[src/rtl/clk_en_prescaler.sv]
// clk_en_prescaler: programmable clock-enable generator for the 4-bit counter stage.
// Emits a one-cycle clkEn pulse every (div+1) clk cycles while en is high. A new
// divisor loaded through div_load/div_ready only takes effect at a period boundary,
// so no truncated or runt period is ever produced.
//
// Configuration macro: PRESCALER_SYNC_EN
//   defined   -> en passes through a 2-flop synchroniser (start/stop latency +2 cycles)
//   undefined -> en is used directly (must be in the clk domain)
//
// Ports:
//   clk        in   system clock, rising edge
//   rst        in   asynchronous reset, active-low
//   en         in   run request
//   div_load   in   divisor load valid
//   div_value  in   divisor to load (period = div_value+1)
//   div_ready  out  divisor load ready (low while a load is pending)
//   clkEn      out  one-cycle enable pulse
//   busy       out  high while not idle
module clk_en_prescaler #(
  parameter int unsigned WIDTH       = 8,
  parameter int unsigned DEFAULT_DIV = 3
) (
  input  logic             clk,
  input  logic             rst,
  input  logic             en,
  input  logic             div_load,
  input  logic [WIDTH-1:0] div_value,
  output logic             div_ready,
  output logic             clkEn,
  output logic             busy
);

  typedef enum logic [1:0] {
    IDLE = 2'd0,
    RUN  = 2'd1,
    PEND = 2'd2
  } state_t;

  state_t           r_state;
  logic [WIDTH-1:0] r_cnt;
  logic [WIDTH-1:0] r_div_q;
  logic [WIDTH-1:0] r_shd_q;

  logic w_en;
  logic w_load_acc;
  logic w_cnt_zero;

`ifdef PRESCALER_SYNC_EN
  // Two-flop synchroniser for an en coming from another clock domain.
  logic r_en_meta;
  logic r_en_sync;

  always_ff @(posedge clk or negedge rst) begin
    if (!rst) begin
      r_en_meta <= 1'b0;
      r_en_sync <= 1'b0;
    end else begin
      r_en_meta <= en;
      r_en_sync <= r_en_meta;
    end
  end

  assign w_en = r_en_sync;
`else
  assign w_en = en;
`endif

  assign w_load_acc = div_load && (r_state != PEND);
  assign w_cnt_zero = (r_cnt == '0);

  // Outputs are pure decodes of the state and counter flops.
  assign clkEn     = (r_state != IDLE) && w_cnt_zero;
  assign busy      = (r_state != IDLE);
  assign div_ready = (r_state != PEND);

  // Prescaler FSM, counter and divisor registers.
  always_ff @(posedge clk or negedge rst) begin
    if (!rst) begin
      r_state <= IDLE;
      r_cnt   <= WIDTH'(DEFAULT_DIV);
      r_div_q <= WIDTH'(DEFAULT_DIV);
      r_shd_q <= '0;
    end else begin
      unique case (r_state)
        IDLE: begin
          if (w_load_acc) begin
            r_div_q <= div_value;
            r_cnt   <= div_value;
          end
          if (w_en) begin
            r_state <= RUN;
            r_cnt   <= w_load_acc ? div_value : r_div_q;
          end
        end

        RUN: begin
          if (!w_en) begin
            // Stopping: a load at the same edge still wins.
            r_state <= IDLE;
            if (w_load_acc) begin
              r_div_q <= div_value;
              r_cnt   <= div_value;
            end else begin
              r_cnt   <= r_div_q;
            end
          end else if (!w_cnt_zero) begin
            r_cnt <= r_cnt - WIDTH'(1);
            if (w_load_acc) begin
              r_shd_q <= div_value;
              r_state <= PEND;
            end
          end else begin
            // Pulse cycle is a period boundary: a load applies immediately.
            if (w_load_acc) begin
              r_div_q <= div_value;
              r_cnt   <= div_value;
            end else begin
              r_cnt   <= r_div_q;
            end
          end
        end

        PEND: begin
          if (!w_en) begin
            r_state <= IDLE;
            r_div_q <= r_shd_q;
            r_cnt   <= r_shd_q;
          end else if (!w_cnt_zero) begin
            r_cnt <= r_cnt - WIDTH'(1);
          end else begin
            r_state <= RUN;
            r_div_q <= r_shd_q;
            r_cnt   <= r_shd_q;
          end
        end

        default: begin
          r_state <= IDLE;
        end
      endcase
    end
  end

endmodule

[config.mk]
export PLATFORM = sky130hd
export DESIGN_NAME = clk_en_prescaler
export DESIGN_NICKNAME = d
export VERILOG_FILES = /design/src/rtl/clk_en_prescaler.sv
export SDC_FILE = /design/constraint.sdc
export NUM_CORES = 1
export LEC_CHECK = 0
export ABC_AREA = 1
export BUFFER_PORTS_ARGS = -buffer_cell sky130_fd_sc_hd__buf_2
export CAP_MARGIN = 30
export CORE_ASPECT_RATIO = 0.9
export CORE_UTILIZATION = 60
export DETAILED_ROUTE_END_ITERATION = 8
export PLACE_DENSITY = 0.8
export SLEW_MARGIN = 20
export SYNTH_ARGS = -nofsm -noshare
export SYNTH_HDL_FRONTEND = slang
export SYNTH_SLANG_ARGS = --single-unit
[constraint.sdc]
create_clock -name clk -period 2.2 [get_ports clk]
set_input_delay 0.44 -clock clk [delete_from_list [all_inputs] [get_ports clk]]
set_output_delay 0.44 -clock clk [all_outputs]
set_load 0.02 [all_outputs]
# Word-level counts from Yosys, hierarchy flattened
# Cells that the tools add are included.
classes:
  bitwise: 1
  eq_ne: 9
  reduce_logical: 10
  addsub: 1
  mux: 20
op_table:
  columns: ["op", "count"]
  rows:
  - ["two-way mux 8 bit", 11]
  - ["case mux 8 bit (3 select lines)", 2]
  - ["inequality test 3 bit, second input constant", 5]
  - ["two-way mux 2 bit", 6]
  - ["zero test 8 bit", 1]
  - ["AND reduction 4 bit", 2]
  - ["subtractor 8 x 1 -> 8 bit, second input constant", 1]
  - ["case mux 2 bit (3 select lines)", 1]
  - ["inequality test 2 bit, second input constant", 2]
  - ["AND reduction 3 bit", 1]
  - ["nonzero test 3 bit", 1]
  - ["== test 2 x 1 -> 1 bit, second input constant", 1]
  - ["== test 2 bit, second input constant", 1]
  - ["logical AND 1 bit", 2]
  - ["zero test 2 bit", 1]
  - ["AND reduction 2 bit", 1]
  - ["nonzero test 2 bit", 1]
  - ["inverter 1 bit", 1]
word_totals:
  output_inout_bits: 3
  in_bits: 12
  register_bits: 26
  word_cells: 45

# Longest topological paths before layout
# Gate-level depths: netlist of run 1.
depth:
  depth_word: 6
  depth_mapped: 13
  ltp_nobuf: 12

# Worst setup path before layout of run 1
# No wires, ideal clock.
synth_timing:
  kind: "register to output"
  start: "reg r_cnt[0]"
  end: "out clkEn"
  n_path_buf: 0
  arrival_ns: 1.186
  setup_slack_ns: 0.574
  t_required_ns: 1.760
  path_stages_with_launch: 7
  cell_sequence: "dfstp_2 > inv_1 > ha_1 > nand2_1 > nor2_1 > nand2_4 > nor2_1"
synth_via:
  elab_chain_len: 2
synth_rtl:
  columns: ["item", "line", "rtl"]
  rows:
  - ["start: declaration", "40", "logic [WIDTH-1:0] r_cnt;"]
  - ["start signal: assignment", "80", "r_cnt <= WIDTH'(DEFAULT_DIV);"]
  - ["start signal: assignment", "88", "r_cnt <= div_value;"]
  - ["start signal: assignment", "92", "r_cnt <= w_load_acc ? div_value : r_div_q;"]
  - ["zero test 8 bit", "69", "assign w_cnt_zero = (r_cnt == '0);"]
  - ["logical AND 1 bit", "72", "assign clkEn = (r_state != IDLE) && w_cnt_zero;"]
  - ["end: declaration", "29", "output logic clkEn,"]
# Every way passes these cells.

# Final worst setup path of run 1
# Same ends and word-level chain as after synthesis.

==> impl_metrics.csv, run 1 <==
group,metric,value,unit
timing,finalCriticalPeriod,2.05,ns
final_layout,diodes,0,
timing,finalCritPeriodShare,93.2,%
clock_tree,cts_made_buffers,3,
power,ir_drop,0.00104,V
critical_path,cp.required,1.76,ns
global_route,grt_pass1_wl,7170,um
timing,timing.fmax,0.488,GHz
timing,hold_viol,0,
floorplan,die_area,3470,sq um
drt,viasPerCell,5.41,
logic_synthesis,ys_types,33,
global_route,grt_pass1_vias,1662,
logic_synthesis,avgSynthCellArea,7.21,sq um
logic_synthesis,synth_most_common_cell,"nand2_1",
global_route,globalRouteMet1Util,37.1,%
final_layout,final_core_util,67.5,%
drt,wirelength,4190,um
critical_path,critPathBufInv,2,
floorplan,dieHeight,56.0,um
timing,tns,0,ns
critical_path,r2r_slack,0.34,ns
floorplan,coreArea,3070,sq um
drt,avgRoutedWirePerCell,12.9,um
critical_path,critical_path_class,"flop to output pin",
power,pwr_density_cell,1550,nW/um^2
place,gp_congestion,0.890,
global_route,grt_max_degree,27,
critical_path,r2r_cells,9,
drt,vias,1758,
min_path,min_path_type,"input port to async pin",
power,p_leak,1.06,nW
critical_path,crit_chain,"inv_1, ha_1, nand2_1, nor2_2, nand2_4, nor2_1, buf_2",
timing,slew_violations,0,
timing,tightest_slew,0.580,ns
logic_synthesis,synth_common_cells,"nand2_1, inv_1, o21ai_1, dfrtp_1, nor2_1",
drt,detail_route.first_pass.iterations,4,
drt,antenna_left,0,
floorplan,row_count,19,
critical_path,timing.rr.start,"r_state[0]",
global_route,grt.busiest_layer,"met2",
clock_tree,ctsHoldBuffers,0,
drt,post-route-drc-count,0,
timing,skew,0.00301,ns
final_layout,drive_above_1_share,21.9,%
floorplan,die_w,62.0,um
critical_path,end_kind,"output pin",
timing,setup_violations,0,
critical_path,cp.arrival,1.61,ns
critical_path,cpMaxStageDelayCell,"dfstp_2",
logic_synthesis,synth_top_area_share,28.3,%
logic_synthesis,synthTopCellsByArea,"dfrtp_1, nand2_1, o21ai_1",
clock_tree,clkTransAtPathRegs,0.15,ns
final_layout,finalNetCount,303,
global_route,use_met2,44.5,%
clock_tree,clk_latency,0.33,ns
timing,rsz0062_at_grt,"false",
clock_tree,clock-sinks,26,
flow_run,max-cap-violations,0,
clock_tree,h-tree-depth,1,
critical_path,critical-path-top-delay-family,"flip-flops",
floorplan,start_util,63.4,%
critical_path,worstPathMaxFanout,5,
clock_tree,clockBufferDepth,2,
global_route,grt-ovfl-total,0,
logic_synthesis,synth_seq_area_share,33.7,%
logic_synthesis,async_flop_share,100,%
critical_path,r2r-end,"r_cnt[1]",
clock_tree,cts-root-buf,"clkbuf_4",
global_route,grt.total_usage,27.5,%
outcome,outcome,"finished clean",
logic_synthesis,syn-num-nets,289,
floorplan,ios,15,
timing,max-slew-margin-rel,61.3,%
final_layout,area_growth,6.37,%
critical_path,cp_slowest_stage_delay,0.56,ns
logic_synthesis,ys_warn_count,0,
place,dp.final_hpwl,3140,um
drt,dr.first_iter.drc_count,123,
global_route,grt_use_met3,4.88,%
logic_synthesis,ys_ff_latch,26,
logic_synthesis,syn_area,1950,sq um
logic_synthesis,synth_ff_type,"dfrtp_1",
place,port_buffers,14,
logic_synthesis,syn_inst,270,
logic_synthesis,yosysTopAreaCell,"dfrtp_1",
clock_tree,cts_tree,"built",
global_route,antenna_found_initial,0,
critical_path,critPathLaunchType,"flop",
logic_synthesis,synth_edf_count,0,
through the flow:
stage / hold WS (ns) / worst slack, ns / total power [mW] / cell area, sq um / cells
2_1_floorplan: 0.144 / 0.574 / 2.57 / 1950 / 270
3_3_place_gp: 0.459 / 0.416 / 2.90 / 2030 / 321
3_5_place_dp: 0.463 / 0.373 / 2.95 / 2030 / 321
4_1_cts: 0.0929 / 0.147 / 3.21 / 2070 / 325
5_1_grt: 0.134 / 0.0310 / 3.51 / 2070 / 325
6_report: 0.0876 / 0.149 / 3.21 / 2070 / 325
kinds of logic after synthesis:
logic type | synth area share [%]
AND/OR/NAND/NOR | 31.4
adder cells (fa/ha/maj) | 4.50
flip-flops | 33.7
buffers and inverters | 9.65
XOR/XNOR | 1.80
multiplexers | 1.74
AO/OA/AOI/OAI | 17.2
worst reg2reg max path: stages, from the launching register on:
cell	delay (ns)
dfrtp_1	0.45
inv_1	0.08
ha_1	0.32
inv_8	0.13
nand2_8	0.12
a21oi_4	0.24
inv_2	0.15
a21oi_1	0.20
nand2_1	0.07
nand2_1	0.05
power breakdown:
| group | switching (mW) | internal [mW] | leakage, nW | total [mW] |
|---|---|---|---|---|
| logic | 1.28 | 0.730 | 0.728 | 2.01 |
| clock network | 0.150 | 0.101 | 0.0210 | 0.251 |
| registers | 0.183 | 0.760 | 0.312 | 0.943 |
how the worst max path moves through the flow:
stage,startpoint,to,cells after the start
final,r_cnt[0],clkEn,7
after global routing,r_cnt[0],clkEn,7
after CTS,r_cnt[0],clkEn,7
after detailed placement,r_state[0],r_cnt[3],9
after global placement,r_state[0],r_cnt[1],9
after floorplan,r_cnt[0],clkEn,6
per-layer routing:
metal  wire length (um)  vias up  share of wire [%]
met4                 46        0                1.1
li1                   -      879                  -
met1               1910      826                 46
met5                  0        -                  0
met3                208        4                5.0
met2               2030       49                 48
what timing repair did:
action | CTS | global route
resized for setup | 0 | 1
setup buffers | 0 | 0
setup endpoints to repair | 0 | 1
area by class of cell:
type	instances	area, sq um
multi-input cells	203	1100
fillers	282	997
flip-flops and latches	26	656
inverters	34	135
repair buffers	16	85.1
well taps	42	52.6
clock buffers	4	36.3
state kept, by name, indices dropped and copies added (netlist names):
register / flops
r_state: 2
r_cnt: 8
r_div_q: 8
r_shd_q: 8
cells in the final DEF (no fill, tap or decap), drive strengths merged:
master,netlist,routed
mux2,3,3
o21bai,1,1
a21boi,1,1
dfstp,4,4
nand3,8,8
o21a,1,1
nand3b,1,1
a21oi,10,10
nand2,99,99
xor2,4,4
o21ai,44,44
buf,6,16
nand4,2,2
ha,7,7
dfrtp,22,22
clkbuf,1,4
inv,34,34
or2,2,2
nor2,20,20
(Power assumes the default switching activity.)
==> inputs of run 2 (changes only) <==
- CORE_UTILIZATION: 60 -> 64
- PLACE_DENSITY: 0.8 -> 0.84
- clock period: 2.2 -> 2.46 ns (I/O delays scaled with it)
==> run 2 against run 1 <==
Combinational power decreased by 10%. Global-route usage increased by 2.7 points. Sequential share of layout area increased by 0.19 points. Non-clock buffer count decreased by 1. Critical path depth unchanged. Design area decreased by 0.60%. Flip-flop and latch count unchanged. Largest cell class unchanged. Largest power group unchanged.
==> impl_metrics.csv, run 2 (synthesized netlist as in run 1, its figures left out) <==
group,metric,value,unit
critical_path,crit_chain,"inv_1, ha_1, nand2_1, nor2_1, nand2_4, nor2_1, buf_2",
floorplan,die_w,60.1,um
critical_path,critPathBufInv,2,
critical_path,r2r_slack,0.52,ns
critical_path,end_kind,"output pin",
final_layout,area_growth,5.72,%
critical_path,cp.arrival,1.66,ns
place,dp_cells,318,
drt,avgRoutedWirePerCell,13.3,um
timing,hold_viol,0,
critical_path,critical-path-top-delay-family,"simple AND/OR/NAND/NOR gates",
drt,viasPerCell,5.35,
clock_tree,post_cts_buffers,0,
flow_run,max-cap-violations,0,
timing,tightest_slew,0.572,ns
critical_path,path_common_cell,"nor2_1",
timing,skew,0.00274,ns
drt,detail_route.first_pass.iterations,5,
drt,vias,1724,
final_layout,final_common_cell,"nand2_1",
clock_tree,cts_tree,"built",
floorplan,start_util,69.1,%
timing,finalCritPeriodShare,87.5,%
timing,holdWs,0.133,ns
clock_tree,cts_resized,0,
clock_tree,clockBufferDepth,2,
final_layout,most-common-layout-cells,"nand2_1, inv_1, o21ai_1",
critical_path,critPathLaunchType,"flop",
clock_tree,ctsHoldBuffers,0,
min_path,min_path_type,"input port to async pin",
drt,antenna_left,0,
timing,fin_ws,0.307,ns
critical_path,cp.required,1.97,ns
timing,tns,0,ns
clock_tree,cts_made_buffers,3,
critical_path,critical_path_class,"flop to output pin",
global_route,antenna_found_initial,0,
final_layout,final_core_util,73.1,%
place,gp_congestion,0.896,
timing,setup_violations,0,
global_route,grt_pass1_wl,7250,um
final_layout,reg_top3,"r_cnt: 8 flops, r_div_q: 8 flops, r_shd_q: 8 flops",
floorplan,coreArea,2820,sq um
power,p_leak,1.06,nW
global_route,grt-ovfl-total,0,
timing,timing.fmax,0.464,GHz
power,ir_drop,0.00137,V
final_layout,diodes,0,
floorplan,ios,15,
clock_tree,h-tree-depth,1,
drt,wirelength,4290,um
critical_path,worstPathMaxFanout,5,
place,port_buffers,14,
final_layout,fin_cells,322,
clock_tree,clock-sinks,26,
clock_tree,clk_latency,0.32,ns
final_layout,finalNetCount,302,
drt,dr.first_iter.drc_count,122,
timing,finalCriticalPeriod,2.15,ns
critical_path,cp_slowest_stage_delay,0.40,ns
drt,post-route-drc-count,0,
floorplan,die_area,3260,sq um
global_route,grt.total_usage,30.3,%
timing,rsz0062_at_grt,"false",
place,dp.final_hpwl,3270,um
power,pwr_density_cell,1400,nW/um^2
final_layout,fillCellCount,233,
critical_path,cpMaxStageDelayCell,"dfstp_2",
global_route,grt_pass1_vias,1566,
timing,slew_violations,0,
timing,max-slew-margin-rel,61.9,%
place,pre_cts_slack,0.585,ns
clock_tree,clkTransAtPathRegs,0.14,ns
floorplan,dieHeight,54.3,um
clock_tree,cts-root-buf,"clkbuf_4",
outcome,outcome,"finished clean",
global_route,grt_max_degree,27,
floorplan,row_count,18,
final_layout,drive_above_1_share,21.3,%
## run 2: area by class of cell
cell class              instances  area (sq um)  share of cell area (%)
flip-flops and latches         26           656                    31.9
repair buffers                 15          77.6                    3.77
clock buffers                   4          36.3                    1.76
multi-input cells             203          1100                    53.6
inverters                      34           135                    6.57
well taps                      40          50.0                    2.43
## run 2: layer usage
metal | vias to the layer above | track usage, % | routed length (um)
met2 | 53 | 47.3 | 1890
li1 | 885 | - | -
met3 | 8 | 4.49 | 225
met4 | 0 | 7.75 | 73
met5 | - | 0 | 0
met1 | 778 | 43.5 | 2110
## run 2: path summary, 6_finish.rpt
check / startpoint / end / depth (start not counted)
worst min-delay path: rst / r_div_q[4] / 1
min in group clk: div_value[6] / r_shd_q[6] / 3
worst max register to register: r_state[0] / r_div_q[7] / 10
max in group asynchronous: rst / r_cnt[1] / 1
worst min register to register: r_cnt[0] / r_cnt[0] / 2
worst max-delay path: r_cnt[0] / clkEn / 7
## run 2: report_power, final
group	switching (mW)	internal, mW
Combinational	1.16	0.650
Clock	0.131	0.0906
Sequential	0.167	0.680
## run 2: through the flow
step | power, mW | cell area (sq um)
5_1_grt | 3.18 | 2060
6_report | 2.88 | 2060
3_3_place_gp | 2.61 | 2020
3_5_place_dp | 2.64 | 2020
4_1_cts | 2.87 | 2060
2_1_floorplan | 2.30 | 1950
==> inputs of run 3 (changes only) <==
==> constraint.sdc (replaced) <==
create_clock -name clk -period 2.46 [get_ports clk]
set_input_delay 0.123 -clock clk [delete_from_list [all_inputs] [get_ports clk]]
set_output_delay 0.123 -clock clk [all_outputs]
set_load 0.02 [all_outputs]
==> run 3 against run 2 <==
Critical path depth increased by 5. Hold slack worse by 0.077 ns. Register-to-register slack barely moved. Worst setup slack better by 0.22 ns. Highest routed layer unchanged. Clock-buffer cell count unchanged. Combinational power barely moved. First-iteration DRC count up 12%. Critical path type is now flop to flop. Flip-flop and latch count did not move. Total power increased by 0.19%. Final cell count up 0.31%. Maximum frequency increased by 11%.
==> impl_metrics.csv, run 3 (synthesized netlist as in run 1, its figures left out) <==
group,metric,value,unit
global_route,grt_max_degree,27,
final_layout,area_growth,6.24,%
final_layout,drive_above_1_share,21.2,%
clock_tree,clkTransAtPathRegs,0.15,ns
final_layout,fillCellCount,232,
min_path,min_path_type,"input port to flop",
global_route,grt-ovfl-total,0,
critical_path,critical_path_class,"flop to flop",
place,dp.final_hpwl,3270,um
floorplan,die_area,3260,sq um
drt,detail_route.first_pass.iterations,5,
timing,tightest_slew,0.570,ns
clock_tree,clock-sinks,26,
final_layout,finalNetCount,303,
drt,dr.first_iter.drc_count,137,
floorplan,coreArea,2820,sq um
critical_path,cp.required,2.73,ns
critical_path,timing.rr.start,"r_state[0]",
min_path,worstHoldStart,"div_value[6]",
timing,slew_violations,0,
timing,rsz0062_at_grt,"false",
final_layout,multi_input_area,1100,sq um
final_layout,most-common-layout-cells,"nand2_1, inv_1, o21ai_1",
flow_run,max-cap-violations,0,
place,pre_cts_slack,0.585,ns
global_route,grt.total_usage,30.3,%
drt,post-route-drc-count,0,
timing,finalCritPeriodShare,78.7,%
timing,setup_violations,0,
critical_path,crit_start,"r_state[0]",
place,port_buffers,14,
timing,hold_viol,0,
floorplan,dieHeight,54.3,um
timing,skew,0.00306,ns
drt,avgRoutedWirePerCell,13.3,um
final_layout,final_common_cell,"nand2_1",
power,pwr_density_cell,1400,nW/um^2
power,total_power,2.88,mW
drt,antenna_left,0,
final_layout,reg_top3,"r_cnt: 8 flops, r_div_q: 8 flops, r_shd_q: 8 flops",
critical_path,worstPathMaxFanout,16,
power,p_leak,1.06,nW
clock_tree,cts_made_buffers,3,
clock_tree,clk_latency,0.33,ns
place,dp_cells,318,
drt,wirelength,4310,um
outcome,outcome,"finished clean",
critical_path,critPathLaunchType,"flop",
timing,max-slew-margin-rel,62.0,%
clock_tree,cts_resized,0,
clock_tree,cts-root-buf,"clkbuf_4",
timing,timing.fmax,0.517,GHz
floorplan,die_w,60.1,um
clock_tree,clockBufferDepth,2,
floorplan,row_count,18,
timing,tns,0,ns
place,gp_congestion,0.896,
drt,vias,1707,
timing,fin_ws,0.524,ns
clock_tree,h-tree-depth,1,
timing,finalCriticalPeriod,1.94,ns
global_route,grt_pass1_vias,1566,
final_layout,diodes,0,
global_route,grt_pass1_wl,7250,um
floorplan,ios,15,
clock_tree,cts_tree,"built",
floorplan,start_util,69.1,%
place,dpl_cell_area,2020,sq um
final_layout,fin_cells,323,
final_layout,final_cell_area,2070,sq um
global_route,antenna_found_initial,0,
final_layout,regArea,656,sq um
power,ir_drop,0.00139,V
critical_path,cp.arrival,2.20,ns
drt,viasPerCell,5.28,
critical_path,end_kind,"flop",
[run 3: cell count changes in the layout (fill, tap and decap cells not counted)]
cell           change
dlygate4sd3_1      +1
[run 3: worst paths after layout]
check	slack (ns)	depth (start not counted)	end
min in group asynchronous	0.29	2	r_div_q[4]
hold reg to reg	0.48	2	r_cnt[0]
max in group asynchronous	1.79	2	r_cnt[1]
hold / removal	0.06	3	r_shd_q[6]
setup / recovery	0.52	12	r_cnt[5]
setup reg to reg	0.52	12	r_cnt[5]
[run 3: metal layers]
metal  vias up  track usage (%)  routed length (um)
met5         -                0                   0
met4         0             7.75                  54
met3         6             4.49                 241
met2        53             47.3                1930
met1       762             43.5                2090
li1        886                -                   -
[run 3: area by class of cell]
class / instances / share of cell area [%]
clock buffers: 4 / 1.76
repair buffers: 16 / 4.24
multi-input cells: 203 / 53.3
inverters: 34 / 6.54
flip-flops and latches: 26 / 31.7
well taps: 40 / 2.42
[run 3: critical path, cell delays in order, from the launching register on]
cell and delay [ns]:
dfrtp_1 0.46, inv_1 0.10, ha_1 0.45, inv_8 0.08, nand2_8 0.16, nand2_1 0.07, o21ai_1 0.12, nand2_1 0.07
nand2_1 0.06, nand2_1 0.06, nand2_1 0.06, nand2_1 0.05, a21oi_1 0.13
[run 3: where the power goes]
| part | switching (mW) | internal (mW) | total, mW | leakage (nW) |
|---|---|---|---|---|
| Combinational | 1.16 | 0.651 | 1.81 | 0.728 |
| Sequential | 0.167 | 0.680 | 0.846 | 0.312 |
| Clock | 0.134 | 0.0907 | 0.224 | 0.0210 |
[run 3: repair_timing]
action / in CTS / in global routing
buffers inserted: 0 / 0
hold endpoints to repair: 22 / 0
hold buffers: 1 / 0
setup endpoints to repair: 0 / 0
[run 3: metrics by stage]
stage	util, %	hold WS [ns]
after detailed placement	71.8	0.156
after global routing	73.4	0.0526
final	73.4	0.0560
after CTS	73.4	0.0530
after floorplan	-	-0.173
after global placement	71.8	0.151
